## config.mk

```make
export PLATFORM = sky130hd
export DESIGN_NAME = bram_port_arbiter
export DESIGN_NICKNAME = d
export VERILOG_FILES = /design/src/rtl/bram_port_arbiter.sv
export SDC_FILE = /design/constraint.sdc
export NUM_CORES = 1
export LEC_CHECK = 0
export CORE_MARGIN = 4
export CORE_UTILIZATION = 43
export CTS_CLUSTER_SIZE = 20
export DETAILED_ROUTE_END_ITERATION = 6
export GPL_TIMING_DRIVEN = 0
export PLACE_DENSITY = 0.85
export SLEW_MARGIN = 25
export SYNTH_ARGS = -nofsm -noshare
export SYNTH_HDL_FRONTEND = slang
export SYNTH_SLANG_ARGS = --single-unit
```

## constraint.sdc

```tcl
create_clock -name ACLK -period 4.2 [get_ports ACLK]
set_input_delay 0.63 -clock ACLK [delete_from_list [all_inputs] [get_ports ACLK]]
set_output_delay 0.63 -clock ACLK [all_outputs]
set_load 0.005 [all_outputs]
```

## src/rtl/bram_port_arbiter.sv

```systemverilog
// bram_port_arbiter: round-robin arbiter sharing one BRAM port between two requesters,
// with a bounded lock that lets requester 0 run atomic read-modify-write sequences.
module bram_port_arbiter #(
    parameter int ADDR_W   = 13,
    parameter int DATA_W   = 32,
    parameter int RD_LAT   = 1,
    parameter int LOCK_MAX = 16
) (
    input  logic                ACLK,
    input  logic                ARESETn,
    input  logic                m0_req,
    input  logic                m0_we,
    input  logic [ADDR_W-1:0]   m0_addr,
    input  logic [DATA_W-1:0]   m0_wdata,
    input  logic [DATA_W/8-1:0] m0_wstrb,
    input  logic                m0_lock,
    input  logic                m1_req,
    input  logic                m1_we,
    input  logic [ADDR_W-1:0]   m1_addr,
    input  logic [DATA_W-1:0]   m1_wdata,
    input  logic [DATA_W/8-1:0] m1_wstrb,
    output logic                m0_gnt,
    output logic                m1_gnt,
    output logic                m0_rvalid,
    output logic                m1_rvalid,
    output logic [DATA_W-1:0]   m0_rdata,
    output logic [DATA_W-1:0]   m1_rdata,
    output logic                bram_en,
    output logic [DATA_W/8-1:0] bram_we,
    output logic [ADDR_W-1:0]   bram_addr,
    output logic [DATA_W-1:0]   bram_din,
    input  logic [DATA_W-1:0]   bram_dout
);
    localparam int SW = DATA_W / 8;
    localparam int CW = $clog2(LOCK_MAX + 1);

    typedef enum logic {IDLE, LOCKED} state_t;
    state_t            r_state, w_next;
    logic [CW-1:0]     r_cnt;
    logic              r_prio;
    logic [RD_LAT:0]   r_pv, r_pid;
    logic              w_locked, w_gnt0, w_gnt1, w_acc, w_we, w_rd;
    logic [ADDR_W-1:0] w_addr;
    logic [DATA_W-1:0] w_wdata;
    logic [SW-1:0]     w_wstrb;

    assign w_locked = r_state == LOCKED;

    always_ff @(posedge ACLK or negedge ARESETn) begin
        if (!ARESETn) begin
            r_state <= IDLE;
            r_cnt   <= '0;
            r_prio  <= 1'b0;
        end else begin
            r_state <= w_next;
            r_cnt   <= (w_next == LOCKED) ? (w_locked ? r_cnt - 1'b1 : CW'(LOCK_MAX - 1)) : '0;
            r_prio  <= (w_gnt0 || (w_locked && w_next == IDLE)) ? 1'b1 : (w_gnt1 ? 1'b0 : r_prio);
        end
    end

    // the counter only reaches zero in LOCKED on the final locked cycle
    always_comb
        w_next = w_locked ? ((((w_gnt0 && !m0_lock) || r_cnt == '0)) ? IDLE : LOCKED)
                          : ((w_gnt0 && m0_lock) ? LOCKED : IDLE);

    always_comb begin
        w_gnt0 = ARESETn && m0_req && (w_locked || !m1_req || !r_prio);
        w_gnt1 = ARESETn && m1_req && !w_locked && (!m0_req || r_prio);
    end

    assign m0_gnt  = w_gnt0;
    assign m1_gnt  = w_gnt1;
    assign w_acc   = w_gnt0 || w_gnt1;
    assign w_we    = w_gnt1 ? m1_we    : m0_we;
    assign w_addr  = w_gnt1 ? m1_addr  : m0_addr;
    assign w_wdata = w_gnt1 ? m1_wdata : m0_wdata;
    assign w_wstrb = w_gnt1 ? m1_wstrb : m0_wstrb;
    assign w_rd    = w_acc && !w_we;

    always_ff @(posedge ACLK or negedge ARESETn) begin
        if (!ARESETn) begin
            bram_en   <= 1'b0;
            bram_we   <= '0;
            bram_addr <= '0;
            bram_din  <= '0;
        end else begin
            bram_en <= w_acc;
            bram_we <= (w_acc && w_we) ? w_wstrb : '0;
            if (w_acc) begin
                bram_addr <= w_addr;
                bram_din  <= w_wdata;
            end
        end
    end

    // stage RD_LAT lines up with bram_dout for the read issued RD_LAT+1 cycles earlier
    always_ff @(posedge ACLK or negedge ARESETn) begin
        if (!ARESETn) begin
            r_pv      <= '0;
            r_pid     <= '0;
            m0_rvalid <= 1'b0;
            m1_rvalid <= 1'b0;
            m0_rdata  <= '0;
            m1_rdata  <= '0;
        end else begin
            r_pv      <= {r_pv[RD_LAT-1:0], w_rd};
            r_pid     <= {r_pid[RD_LAT-1:0], w_gnt1};
            m0_rvalid <= r_pv[RD_LAT] && !r_pid[RD_LAT];
            m1_rvalid <= r_pv[RD_LAT] && r_pid[RD_LAT];
            if (r_pv[RD_LAT] && !r_pid[RD_LAT])
                m0_rdata <= bram_dout;
            if (r_pv[RD_LAT] && r_pid[RD_LAT])
                m1_rdata <= bram_dout;
        end
    end
endmodule

```

# Word-level counts from Yosys, hierarchy flattened
# Index checks and enable logic that the tools add are counted.
[totals] in_bits=137 elab_cells=54 out_inout_bits=118 regBits=127
[op_classes] n_addsub=1 n_reduce_logical=27 bitwise_logic=1 mux=12
[ops] operator="two-way mux 32 bit" count=1
[ops] operator="two-way mux 13 bit" count=1
[ops] operator="logical AND 1 bit" count=12
[ops] operator="two-way mux 5 bit" count=2
[ops] operator="two-way mux 4 bit" count=2
[ops] operator="zero test 1 bit" count=7
[ops] operator="logical OR 1 bit" count=6
[ops] operator="two-way mux 1 bit" count=6
[ops] operator="zero test 5 bit" count=1
[ops] operator="subtractor 5 x 1 -> 5 bit (second input constant)" count=1
[ops] operator="nonzero test 2 bit" count=1
[ops] operator="NOT 1 bit" count=1

# Logic depth before layout (Yosys ltp)
# Gate-level depths: netlist of run 1.
[depth] ltp_word=12 depth_mapped=7 mapped_depth_nobuf=6

# Worst setup path after synthesis of run 1
# OpenSTA, ideal clock, no wires.
[synth_timing] path_type="input to output" start="input port m1_req" end="output port m1_gnt" path_buffers=1 required_ps=3570 arrival_ps=1199 path_slack_ps=2371 cell_stages=4 path_cell_list="nor2b_4 -> nand3_2 -> inv_2 -> buf_4"
[synth_via] elab_chain_len=3
[synth_lines] item="start: declaration" line="17" text="input logic m1_req,"
[synth_lines] item="logical AND 1 bit (3 in a row)" line="68" text="w_gnt1 = ARESETn && m1_req && !w_locked && (!m0_req || r_prio);"
[synth_lines] item="end: declaration" line="23" text="output logic m1_gnt,"
# Every way passes these cells.

# Worst setup path in the final report of run 1
[layout_timing] start="input port ARESETn" end="output port m1_gnt"
[layout_via] elab_chain_len=3
[layout_lines] item="start: declaration" line="10" text="input logic ARESETn,"
[layout_lines] item="logical AND 1 bit (3 in a row)" line="68"
# Every way passes these cells.

==> results of run 1 <==
-- cells by family (layout without fill, tap and decap cells) --
logic type / after synthesis / count (layout) / synth area share, %
AO/OA/AOI/OAI: 102 / 102 / 10.3
multiplexers: 64 / 64 / 14.1
buffers and inverters: 33 / 319 / 3.59
AND/OR/NAND/NOR: 115 / 115 / 9.36
XOR/XNOR: 2 / 2 / 0.342
flip-flops: 127 / 127 / 62.1
adder cells (fa/ha/maj): 1 / 1 / 0.244
-- state kept, by name (all words and copies together) (netlist names) --
| signal | count |
|---|---|
| bram_addr | 13 |
| bram_din | 32 |
| bram_en | 1 |
| bram_we | 4 |
| m0_rdata | 32 |
| m0_rvalid | 1 |
| m1_rdata | 32 |
| m1_rvalid | 1 |
| r_cnt | 5 |
| r_pid | 2 |
| r_prio | 1 |
| r_pv | 2 |
| r_state | 1 |
-- per-stage QoR --
stage          hold slack, ps  power [mW]
3_5_place_dp              336        3.80
6_report                  112        5.18
2_1_floorplan             331        2.52
3_3_place_gp              333        3.70
4_1_cts                   111        5.23
5_1_grt                   123        5.47
-- placed cells by master (no fill, tap or decap), types with 6 or more instances in the layout --
cell type,count
a21oi_1,99
nand2_1,51
mux2_1,58
nand3_1,8
dfrtp_1,127
buf_2,12
clkdlybuf4s50_1,253
mux2_2,6
buf_4,8
clkbuf_16,17
nor2_1,46
-- where the power goes --
| part | leakage (nW) | internal, mW | switching [mW] |
|---|---|---|---|
| logic | 1.90 | 1.16 | 0.668 |
| clock network | 0.274 | 0.871 | 0.519 |
| registers | 1.48 | 1.69 | 0.277 |
| total | 3.65 | 3.71 | 1.46 |
-- layer usage --
layer | track usage (%) | vias to the layer above
met5 | 0 | -
met4 | 8.56 | 0
met3 | 9.46 | 24
met2 | 41.6 | 239
met1 | 27.1 | 2189
li1 | - | 2066
-- path summary, 6_finish.rpt --
| check | startpoint | slack, ps | endpoint |
|---|---|---|---|
| max | ARESETn | 980 | m1_gnt |
| min | ARESETn | 110 | bram_we[3] |
| max reg2reg | r_state | 2480 | bram_we[3] |
| min reg2reg | r_pid[0] | 350 | r_pid[1] |
| max in group asynchronous | ARESETn | 3350 | m1_rdata[24] |
| min in group ACLK | r_pid[0] | 350 | r_pid[1] |
-- worst max-delay path, cell delays in order --
cell and delay, ps:
buf_8 300, buf_16 380, nand3_2 290, inv_2 190
buf_4 200, clkdlybuf4s50_1 520
-- area by class of cell --
| cell class | instances | area share (%) |
|---|---|---|
| tap | 143 | 2.12 |
| clock buffer | 22 | 5.74 |
| inverter | 6 | 0.267 |
| sequential | 127 | 37.6 |
| timing repair buffer | 255 | 30.5 |
| multi-input combinational | 284 | 20.8 |
| buffer | 27 | 1.91 |
| clock inverter | 9 | 1.01 |
==> summary.md, run 1 <==
| Metric | Value |
|---|---|
| R2R depth | 6 |
| WL final | 16600 µm |
| Initial DRC count | 248 |
| CP Data Required Time | 3570 ps |
| Drt wl/cell | 19.1 µm |
| Final instance area | 8440 µm² |
| Initial Util | 44.4% |
| Layout cells sized above 1 | 8.90% |
| Worst Max-Slew Pin Slew | 503 ps |
| Post-route insts no fill | 873 |
| Post-Syn Nets | 582 |
| Fin. Hold Viols | 0 |
| Synth Warn # | 0 |
| Die width | 117 µm |
| Slew Viols, Final | 0 |
| Total GRT Usage | 24.1% |
| RSZ-0062 raised after global routing | no |
| Final Net Count | 856 |
| Clock slew at reported path FFs | 60 ps |
| Pre-antenna DRT Iters | 4 |
| Leakage | 3.65 nW |
| Row count | 39 |
| CTS tree | built |
| Worst Path Max Fanout | 85 |
| Sequential cell area | 3180 µm² |
| Count leader, synth | dfrtp_1 |
| Syn Inst Count | 444 |
| # H-tree levels | 4 |
| Post-synth top cells | 127 x dfrtp_1, 99 x a21oi_1, 58 x mux2_1 |
| Die Ht | 117 µm |
| Finished Core Util | 73.3% |
| RD Place Congestion | 0.808 |
| Total core area | 11500 µm² |
| PnR worst setup slack | 985 ps |
| F_max | 0.311 GHz |
| Post-CTS setup buffers | 0 |
| Slew Limit Headroom | 66.5% |
| Setup slack after placement | 941 ps |
| Met3 wire len | 1670 µm |
| Drt via density | 5.18 |
| Die area | 13700 µm² |
| Multi-input logic area | 1760 µm² |
| Number of port buffers | 254 |
| Synthesized area | 5120 µm² |
| Root Driver | clkbuf_16 |
| Met2 wire len | 8460 µm |
| Cells resized by post-CTS repair | 0 |
| Final Cycle Share | 76.6% |
| Most area-consuming cells after synthesis | dfrtp_1 62%, mux2_1 13%, a21oi_1 9.7% |
| I/O Pins | 255 |
| Final min period | 3220 ps |
| Vias in the first global route | 4718 |
| Post-CTS Hold Buffers | 0 |
| Synth Register Bits | 127 |
| Synth top area share | 62.1% |
| Detail Placement HPWL | 12300 µm |
| Peak supply drop | 0.306 mV |
| Diode count | 0 |
| Synth cell types | 28 |
| Clock Tree Buf Depth | 2 |
| Critical Path Start Type | input port |
| Ys flop type | dfrtp_1 |
| Crit path DAT | 2590 ps |
| Leading area contributor after synthesis | dfrtp_1 |
| Worst setup skew after layout | 5.67 ps |
| Via count | 4518 |
| TritonCTS Buffers | 17 |
| Status | finished, final reports clean |
| Setup-failing EPs final | 0 |
| WS Path Type | input port to output pin |
| EDFF count, synth | 0 |
| Routed length on met1 | 6190 µm |
| FFs w/ async S/R, synth | 100% |
| Initial antenna violation count | 0 |
| Placed Area | 7870 µm² |
| Setup TNS | 0 ps |
| GRT overflow | 0 |
| Highest Signal Layer | met4 |
| Drt drc | 0 |
| Syn_area_per_cell | 11.5 µm² |
| Sequential share of the synthesized area | 62.1% |
| Area growth syn-to-layout | 64.9% |
| Clock sink count | 127 |
| Pin count of the biggest net entering global routing | 86 |
| Worst-skew pair later-pin latency | 410 ps |
| PD cells | 613 nW/µm² |
| Max-Cap Viols | 0 |
| Global-route wire length before repair | 24800 µm |
| Hold Path Class | input port to asynchronous set/reset pin |
| DP Cell Count | 842 |
| Critical Path Sink Type | output pin |
| Detail Route Antenna Nets | 0 |
| Fillers | 794 |
Note: power is estimated with default switching activity, not from simulation.
==> inputs of run 2 (changes only) <==
--- a/config.mk
+++ b/config.mk
@@ -6,11 +6,11 @@
 export NUM_CORES = 1
 export LEC_CHECK = 0
 export CORE_MARGIN = 4
-export CORE_UTILIZATION = 43
+export CORE_UTILIZATION = 40
 export CTS_CLUSTER_SIZE = 20
 export DETAILED_ROUTE_END_ITERATION = 6
 export GPL_TIMING_DRIVEN = 0
-export PLACE_DENSITY = 0.85
+export PLACE_DENSITY = 0.8
 export SLEW_MARGIN = 25
 export SYNTH_ARGS = -nofsm -noshare
 export SYNTH_HDL_FRONTEND = slang
==> constraint.sdc (replaced) <==
create_clock -name ACLK -period 3 [get_ports ACLK]
set_input_delay 0.45 -clock ACLK [delete_from_list [all_inputs] [get_ports ACLK]]
set_output_delay 0.45 -clock ACLK [all_outputs]
set_load 0.005 [all_outputs]
==> run 2 against run 1 <==
  * First-iteration DRC count shrank 14%
  * Via count shrank 1.3%
  * Register-to-register slack lost 1100 ps
  * Sequential share of layout area shrank 0.36 points
  * Clock skew grew 4.3 ps
  * Total power grew 41%
  * Largest cell class unchanged
  * Largest power group unchanged
  * Final cell count grew 3.4%
==> summary.md, run 2 (synthesis gave the netlist of run 1 again) <==
| Metric | Value |
|---|---|
| Status | finished, final reports clean |
| Slew Viols, Final | 0 (unchanged) |
| Met3 GRT Util | 9.70% (+0.24 points) |
| Seq pwr share | 37.5% (-0.4 points) |
| PnR worst setup slack | 279 ps (-706 ps) |
| Fin. Hold Viols | 0 (unchanged) |
| Number of port buffers | 254 (unchanged) |
| Worst Max-Slew Pin Slew | 497 ps (-6.03 ps) |
| R2R depth | 7 (+1) |
| Total core area | 12600 µm² (+9.1%) |
| F_max | 0.367 GHz |
| Critical Path Start Type | input port |
| Max-Cap Viols | 0 (unchanged) |
| Top flop regs | bram_din: 32 flops, m0_rdata: 32 flops, m1_rdata: 32 flops |
| Clock Tree Buf Depth | 2 (unchanged) |
| PD cells | 857 nW/µm² (+40%) |
| Capturing point of the worst reg2reg path | bram_din[27] |
| Leading cell type in the layout, fill and taps excluded | clkdlybuf4s50_1 |
| Initial DRC count | 213 (-14%) |
| Pin count of the biggest net entering global routing | 79 (-8.1%) |
| Finished Core Util | 67.8% (-5.5 points) |
| Die Ht | 121 µm (+3.4%) |
| Global-route wire length before repair | 24900 µm (+0.56%) |
| Gr busiest metal | met2 |
| RD Place Congestion | 0.848 (+5.0%) |
| Net Sw Power | 2.00 mW (+37%) |
| I/O Pins | 255 (unchanged) |
| GRT overflow | 0 (unchanged) |
| Final min period | 2720 ps |
| Slew Limit Headroom | 66.9% (+0.40 points) |
| Crit path DAT | 2270 ps (-320 ps) |
| Hold Path Class | input port to asynchronous set/reset pin |
| Initial antenna violation count | 0 (unchanged) |
| Initial Util | 40.7% (-3.7 points) |
| Die area | 14700 µm² (+7.0%) |
| Internal power | 5.30 mW (+43%) |
| DP Cell Count | 871 (+3.4%) |
| Reg-to-Reg Start | r_state |
| Layout cells sized above 1 | 8.89% (-0.012 points) |
| Leakage | 3.68 nW (+0.78%) |
| WL final | 16100 µm (-3.0%) |
| CTS tree | built |
| Drt wl/cell | 17.9 µm (-6.2%) |
| WS Path Type | input port to output pin |
| Row count | 41 (+5.1%) |
| Peak supply drop | 0.316 mV (+3.4%) |
| Diode count | 0 (unchanged) |
| Clock slew at reported path FFs | 60 ps (about the same) |
| Detail Placement HPWL | 12300 µm (-0.41%) |
| Final Cycle Share | 90.7% |
| Vias in the first global route | 4789 (+1.5%) |
| Switching Fraction | 27.4% (-0.84 points) |
| Clock sink count | 127 (unchanged) |
| RSZ-0062 raised after global routing | no |
| Overall power | 7.30 mW (+41%) |
| Final Net Count | 857 (+0.12%) |
| Die width | 121 µm (+3.4%) |
| TritonCTS Buffers | 17 (unchanged) |
| Reg2reg setup slack | 1370 ps (-1110 ps) |
| Root Driver | clkbuf_16 |
| Total GRT Usage | 22.2% (-1.9 points) |
| Area growth syn-to-layout | 66.5% |
| Met1 GRT Util | 23.6% (-3.5 points) |
| Detail Route Antenna Nets | 0 (unchanged) |
| Drt drc | 0 (unchanged) |
| Worst setup skew after layout | 9.98 ps (+4.31 ps) |
| Drt via density | 4.94 (-4.5%) |
| Critical Path Sink Type | output pin |
| Met2 Resource Use GR | 38.6% (-3.0 points) |
| Setup-failing EPs final | 0 (unchanged) |
| Post-route insts no fill | 903 (+3.4%) |
| Setup slack after placement | 92.5 ps (-848 ps) |
| # H-tree levels | 4 (unchanged) |
| Commonest non-fill, non-tap cells in the layout | 253 x clkdlybuf4s50_1, 127 x dfrtp_1, 99 x a21oi_1, 58 x mux2_1, 51 x nand2_1 |
| CP Data Required Time | 2550 ps (-1020 ps) |
| Hold slack | 9.10 ps (-102 ps) |
| Share of total power in combinational logic | 34.5% (-0.7 points) |
| Worst Path Max Fanout | 11 (-87%) |
| Pre-antenna DRT Iters | 4 (unchanged) |
| Part of the power in the clock network | 28.1% (+1.3 points) |
| Worst-skew pair later-pin latency | 410 ps (about the same) |
| Via count | 4461 (-1.3%) |
-- run 2: timing repair --
item,in CTS,in global routing
hold endpoints to repair,53,0
gates resized for setup,0,0
hold buffers,1,0
setup buffers,0,0
-- run 2: worst max-delay path: stages --
cell and delay [ps]:
clkdlybuf4s50_1 490, nor2b_4 210, nand3_2 210, inv_2 200
buf_4 200, clkdlybuf4s50_1 510
-- run 2: stage by stage --
step                      area (µm²)  TNS, ps
after global placement          7880  -681950
after detailed placement        7910        0
after CTS                       8520        0
after floorplan                 5120        0
after global routing            8520        0
final                           8520        0
-- run 2: layout make-up --
cell class	instances	area (µm²)
plain buffers	27	161
inverters	6	22.5
clock buffers	20	447
repair buffers	256	2600
multi-input cells	284	1760
well taps	172	215
clock inverters	11	140
flip-flops and latches	127	3180
fillers	950	4050
-- run 2: how the worst max path moves through the flow --
| stage | endpoint | start | slack (ps) | cells after the start |
|---|---|---|---|---|
| 2_1_floorplan | r_cnt[0] | r_cnt[0] | 1520 | 6 |
| 3_3_place_gp | m1_gnt | ARESETn | -4840 | 5 |
| 3_5_place_dp | m1_gnt | ARESETn | 90 | 6 |
| 4_1_cts | m1_gnt | m1_req | 260 | 6 |
| 5_1_grt | m1_gnt | m1_req | 160 | 6 |
| 6_report | m1_gnt | m1_req | 280 | 6 |
-- run 2: power by group through the flow --
| stage | sequential [mW] | clock (mW) | combinational (mW) |
|---|---|---|---|
| after detailed placement | 2.76 | 0 | 2.54 |
| after global routing | 2.81 | 2.17 | 2.73 |
| after floorplan | 2.76 | 0 | 0.768 |
| final | 2.74 | 2.05 | 2.52 |
| after global placement | 2.71 | 0 | 2.46 |
| after CTS | 2.74 | 2.08 | 2.56 |
-- run 2: per-layer routing --
metal,vias to the layer above,share of wire [%]
met5,-,0
met4,0,2.4
met3,31,10
met2,203,50
met1,2157,37
li1,2070,-
==> variant 1: new RTL, flow settings as in run 1 <==
Reset style: synchronous (`ARESETn`), changed in 3 clocked blocks.
--- a/src/rtl/bram_port_arbiter.sv
+++ b/src/rtl/bram_port_arbiter.sv
@@ -46,7 +46,7 @@
 
     assign w_locked = r_state == LOCKED;
 
-    always_ff @(posedge ACLK or negedge ARESETn) begin
+    always_ff @(posedge ACLK) begin
         if (!ARESETn) begin
             r_state <= IDLE;
             r_cnt   <= '0;
@@ -77,7 +77,7 @@
     assign w_wstrb = w_gnt1 ? m1_wstrb : m0_wstrb;
     assign w_rd    = w_acc && !w_we;
 
-    always_ff @(posedge ACLK or negedge ARESETn) begin
+    always_ff @(posedge ACLK) begin
         if (!ARESETn) begin
             bram_en   <= 1'b0;
             bram_we   <= '0;
@@ -94,7 +94,7 @@
     end
 
     // stage RD_LAT lines up with bram_dout for the read issued RD_LAT+1 cycles earlier
-    always_ff @(posedge ACLK or negedge ARESETn) begin
+    always_ff @(posedge ACLK) begin
         if (!ARESETn) begin
             r_pv      <= '0;
             r_pid     <= '0;
Formal check against the unedited RTL: differs if ARESETn is asserted again (counterexample within 4 cycles, from zero or initial values and one cycle with ARESETn low); with ARESETn held inactive, the same outputs for 10 cycles.
==> variant 1 against run 1 <==
- design area is 3.5% higher
- worst setup slack improved by 190 ps
- wire length rose by 11%
- sequential share of layout area down 8.5 points
- critical path depth did not move
- non-clock buffer count grew 36
- global-route usage rose by 1.3 points
- sequential cell count did not move
- area after synthesis is 4.8% higher
- critical path type unchanged
- critical endpoint is now m0_gnt
Power is not compared: it rests on default switching activity, and its combinational part moved more than twofold at a synthesized area within 25%.
==> variant 1: results (changes against run 1) <==
- Layout Skew: 12.5 ps (+6.80 ps)
- Pre-antenna DRT Iters: 5 (+1)
- TritonCTS buffer count: 17 (unchanged)
- Root Buffer: clkbuf_16
- Number of global-route vias before repair: 5,631 (+19%)
- Synth Net Count: 759 (+30%)
- Share of layout cells above drive strength 1: 9.60% (+0.70 points)
- Worst-skew pair later-pin latency: 420 ps
- DR WL/cell: 17.3 um (-9.4%)
- All-Layer GR Usage: 25.4% (+1.3 points)
- Net Sw Frac: 24.3%
- Outcome: finished clean
- H-Tree Depth: 4 (unchanged)
- Pleak: slightly above 3 nW
- First-pass GRT wire length: 28,800 um (+16%)
- Synth area leaders: dfxtp_1 (47%), a21boi_0 (9.1%), nand2_1 (9.1%), o31ai_1 (6.3%), a31oi_1 (5.2%)
- Ant. Diodes: 0 (unchanged)
- Vias per cell: 5.27 (+1.9%)
- Peak VDD IR: between 200 and 250 uV
- Synth async-reset ratio: 0% (-100 points)
- Synth top cells by count: nand2_1 (130), dfxtp_1 (127), a21boi_0 (65)
- Port Buf Inserts: 254 (unchanged)
- CTS-repair resized insts: 0 (unchanged)
- Worst-path fanout max: 10 (-88%)
- Nets: 1,032 (+21%)
- Critical Path AT: 2400 ps (-190 ps)
- Top flop regs: bram_din x32, m0_rdata x32, m1_rdata x32
- Final setup fails: 0 (unchanged)
- Max_slew headroom: 67.6% (+1.2 points)
- Initial antenna violation count: 0 (unchanged)
- Hpwl dp: 13,900 um (+13%)
- CTS clk-pin slew, worst paths: around 50 ps
- Ys Warns: 0 (unchanged)
- CTS max path bufs: 2 (unchanged)
- Hold Path Class: reg -> reg
- Gpl congestion: 0.877 (+8.5%)
- Post-CTS Setup Repair Bufs: 0 (unchanged)
- Unique cell type count in the Yosys netlist: 39 (+39%)
- Post-synthesis sequential area ratio: 47.4% (-15 points)
- DR iter-0 viols: 407 (+64%)
- Largest net degree at the start of global routing: 17 (-80%)
==> variant 1: changes by cell type in the layout (fill, tap and decap cells not counted), moves of 44 or more <==
cell and delta:
mux2_1 -58, a21boi_0 +65, dfrtp_1 -127, a31oi_1 +44
o31ai_1 +45, dfxtp_1 +127, nand2_1 +79, a21oi_1 -94
==> variant 1: critical path, cell delays in order <==
cell	delay, ps
clkdlybuf4s50_1	470
buf_4	200
buf_2	260
nand2_1	80
a21oi_1	180
clkdlybuf4s50_1	580
==> variant 1: cells by family after synthesis <==
logic type / count (synthesis) / synth area share, %
AOI/OAI and AO/OA: 220 / 27.7
and+or+nand+nor: 199 / 16.5
DFF: 127 / 47.4
buffers and inverters: 69 / 7.53
xor gates and xnor gates: 2 / 0.326
adders and majority gates: 2 / 0.466
muxes: 1 / 0.187
==> variant 1: stage by stage <==
step	worst slack (ps)	hold slack (ps)	std cells	cell area (um^2)	power, mW
6_report	1170	440	1074	8730	3.36
5_1_grt	1030	468	1074	8730	3.49
4_1_cts	1160	441	1074	8730	3.38
3_5_place_dp	1170	420	1042	8120	1.87
3_3_place_gp	1200	419	1042	8120	1.87
2_1_floorplan	2400	412	620	5370	1.55
==> variant 1: per-layer routing <==
layer,vias up,part of all wire (%),global-route usage (%)
li1,2752,-,-
met1,2606,39,28.1
met2,268,49,44.2
met3,39,9.9,10.3
met4,0,2.8,8.80
met5,-,0,0
==> variant 1: power groups by stage <==
| stage | Combinational (mW) | Sequential (mW) | Clock [mW] |
|---|---|---|---|
| after floorplan | 0.219 | 1.33 | 0 |
| after global placement | 0.537 | 1.33 | 0 |
| after detailed placement | 0.538 | 1.33 | 0 |
| after CTS | 0.543 | 1.31 | 1.53 |
| after global routing | 0.585 | 1.31 | 1.60 |
| final | 0.542 | 1.31 | 1.51 |
==> variant 1: cell type report <==
class                   count  area [um^2]
fillers                   967         3380
flip-flops and latches    127         2540
repair buffers            254         2540
multi-input cells         424         2420
clock buffers              19          453
plain buffers              64          385
well taps                 168          210
clock inverters            13          163
inverters                   5         18.8
==> variant 1: final timing paths <==
check / from / endpoint / slack [ps] / depth (start not counted)
max reg2reg: r_state$_SDFF_PN0_ / bram_addr[2]$_SDFFE_PN0N_ / 2770 / 5
max: ARESETn / m0_gnt / 1170 / 6
min: r_pid[0]$_SDFF_PN0_ / r_pid[1]$_SDFF_PN0_ / 440 / 1
min reg2reg: r_pid[0]$_SDFF_PN0_ / r_pid[1]$_SDFF_PN0_ / 440 / 1
==> variant 2: new RTL, config.mk and constraints of run 1 <==
Without the edit above. Set the parameter `ADDR_W` to 14 (it was 13).
--- a/src/rtl/bram_port_arbiter.sv
+++ b/src/rtl/bram_port_arbiter.sv
@@ -1,7 +1,7 @@
 // bram_port_arbiter: round-robin arbiter sharing one BRAM port between two requesters,
 // with a bounded lock that lets requester 0 run atomic read-modify-write sequences.
 module bram_port_arbiter #(
-    parameter int ADDR_W   = 13,
+    parameter int ADDR_W   = 14,
     parameter int DATA_W   = 32,
     parameter int RD_LAT   = 1,
     parameter int LOCK_MAX = 16
Ports: changed (resized bram_addr, m0_addr and m1_addr); port bits go from 255 to 258. No check against the original RTL was run, so the function may have changed too.
==> variant 2 against run 1 <==
- fmax rose by 2.4%
- power rose by 4.5%
- critical path depth did not move
- global-route usage fell by 0.50 points
- worst setup slack improved by 74 ps
- area after synthesis rose by 0.56%
- clock power rose by 12%
- design area rose by 1.4%
- count of clock-buffer cells in the layout fell by 2
- register-to-register slack improved by 100 ps
- sequential cell count rose by 1
- non-clock buffer count rose by 3
- wire length fell by 1.7%
==> variant 2: results (changes against run 1) <==
- Placed cells: 850 (+0.95%)
- Nets: 866 (+1.2%)
- Reg2Reg Setup Slack: 2580 ps (+100 ps)
- Synth Net Count: 589 (+1.2%)
- FF-to-FF path depth: 7 (+1)
- Vias per cell: 5.15 (-0.44%)
- Fill cell count: 784 (-1.3%)
- Post-synthesis sequential area ratio: 62.2% (+0.14 points)
- Reg-to-reg critical path endpoint: bram_din[23]$_DFFE_PN0P_
- Slew @ Worst Pin: 474 ps (-28.4 ps)
- DR WL/cell: 18.6 um (-2.5%)
- Layout Skew: 7.79 ps (+2.11 ps)
- Syn Area/Cell: 11.5 um^2 (-0.56%)
- First-pass GRT wire length: 25,800 um (+4.0%)
- Share of layout cells above drive strength 1: 16.6% (+7.6 points)
- Port Buf Inserts: 257 (+1.2%)
- All-Layer GR Usage: 23.6% (-0.50 points)
- DP Worst Slack: 997 ps (+56.2 ps)
- Number of global-route vias before repair: 4,959 (+5.1%)
- Unique cell type count in the Yosys netlist: 26 (-7.1%)
- Synth top cells by count: dfrtp_1 (128), a21oi_1 (101), mux2_2 (64)
- Outcome: finished clean
- Hpwl dp: 12,300 um (-0.25%)
- Net Sw Frac: 27.0% (-1.3 points)
- Gpl congestion: 0.795 (-1.5%)
- Pleak: 3.70 nW (+1.3%)
-- variant 2: cell types whose count changed in the layout (fill, tap and decap cells not counted), moves of 3 or more --
cell	before	now
clkdlybuf4s50_1	253	256
mux2_1	58	0
buf_4	8	5
buf_2	12	16
mux2_2	6	64
bufinv_16	1	4
-- variant 2: through the flow --
step	hold WS [ps]	utilization [%]	total power, mW
3_5_place_dp	338	68.6	3.88
4_1_cts	151	74.0	5.47
6_report	144	74.0	5.41
3_3_place_gp	333	68.3	3.79
5_1_grt	156	74.0	5.69
2_1_floorplan	331	-	2.60
-- variant 2: kinds of logic after synthesis --
logic type | after synthesis | synth area share (%)
DFF | 128 | 62.2
and+or+nand+nor | 117 | 9.60
AOI/OAI and AO/OA | 104 | 10.4
muxes | 64 | 14.0
buffers and inverters | 33 | 3.16
xor gates and xnor gates | 2 | 0.340
adders and majority gates | 1 | 0.243
-- variant 2: power by group through the flow --
| stage | sequential (mW) | combinational [mW] | clock (mW) |
|---|---|---|---|
| finish | 1.97 | 1.88 | 1.55 |
| global route | 2.03 | 2.02 | 1.64 |
| CTS | 1.98 | 1.91 | 1.58 |
| detailed placement | 1.99 | 1.89 | 0 |
| global placement | 1.95 | 1.83 | 0 |
| floorplan | 1.98 | 0.611 | 0 |
-- variant 2: cell type report --
type | instances | share of cell area (%)
buffer | 27 | 1.64
timing repair buffer | 258 | 30.4
tap | 143 | 2.09
multi-input combinational | 288 | 20.8
inverter | 6 | 0.263
sequential | 128 | 37.4
clock inverter | 10 | 1.86
clock buffer | 20 | 5.45
-- variant 2: routing by layer --
layer	up-vias	track usage (%)	share of wire (%)
li1	2082	-	-
met2	214	41.1	52
met4	0	9.24	2.0
met5	-	0	0
met1	2211	26.2	38
met3	27	8.71	8.9
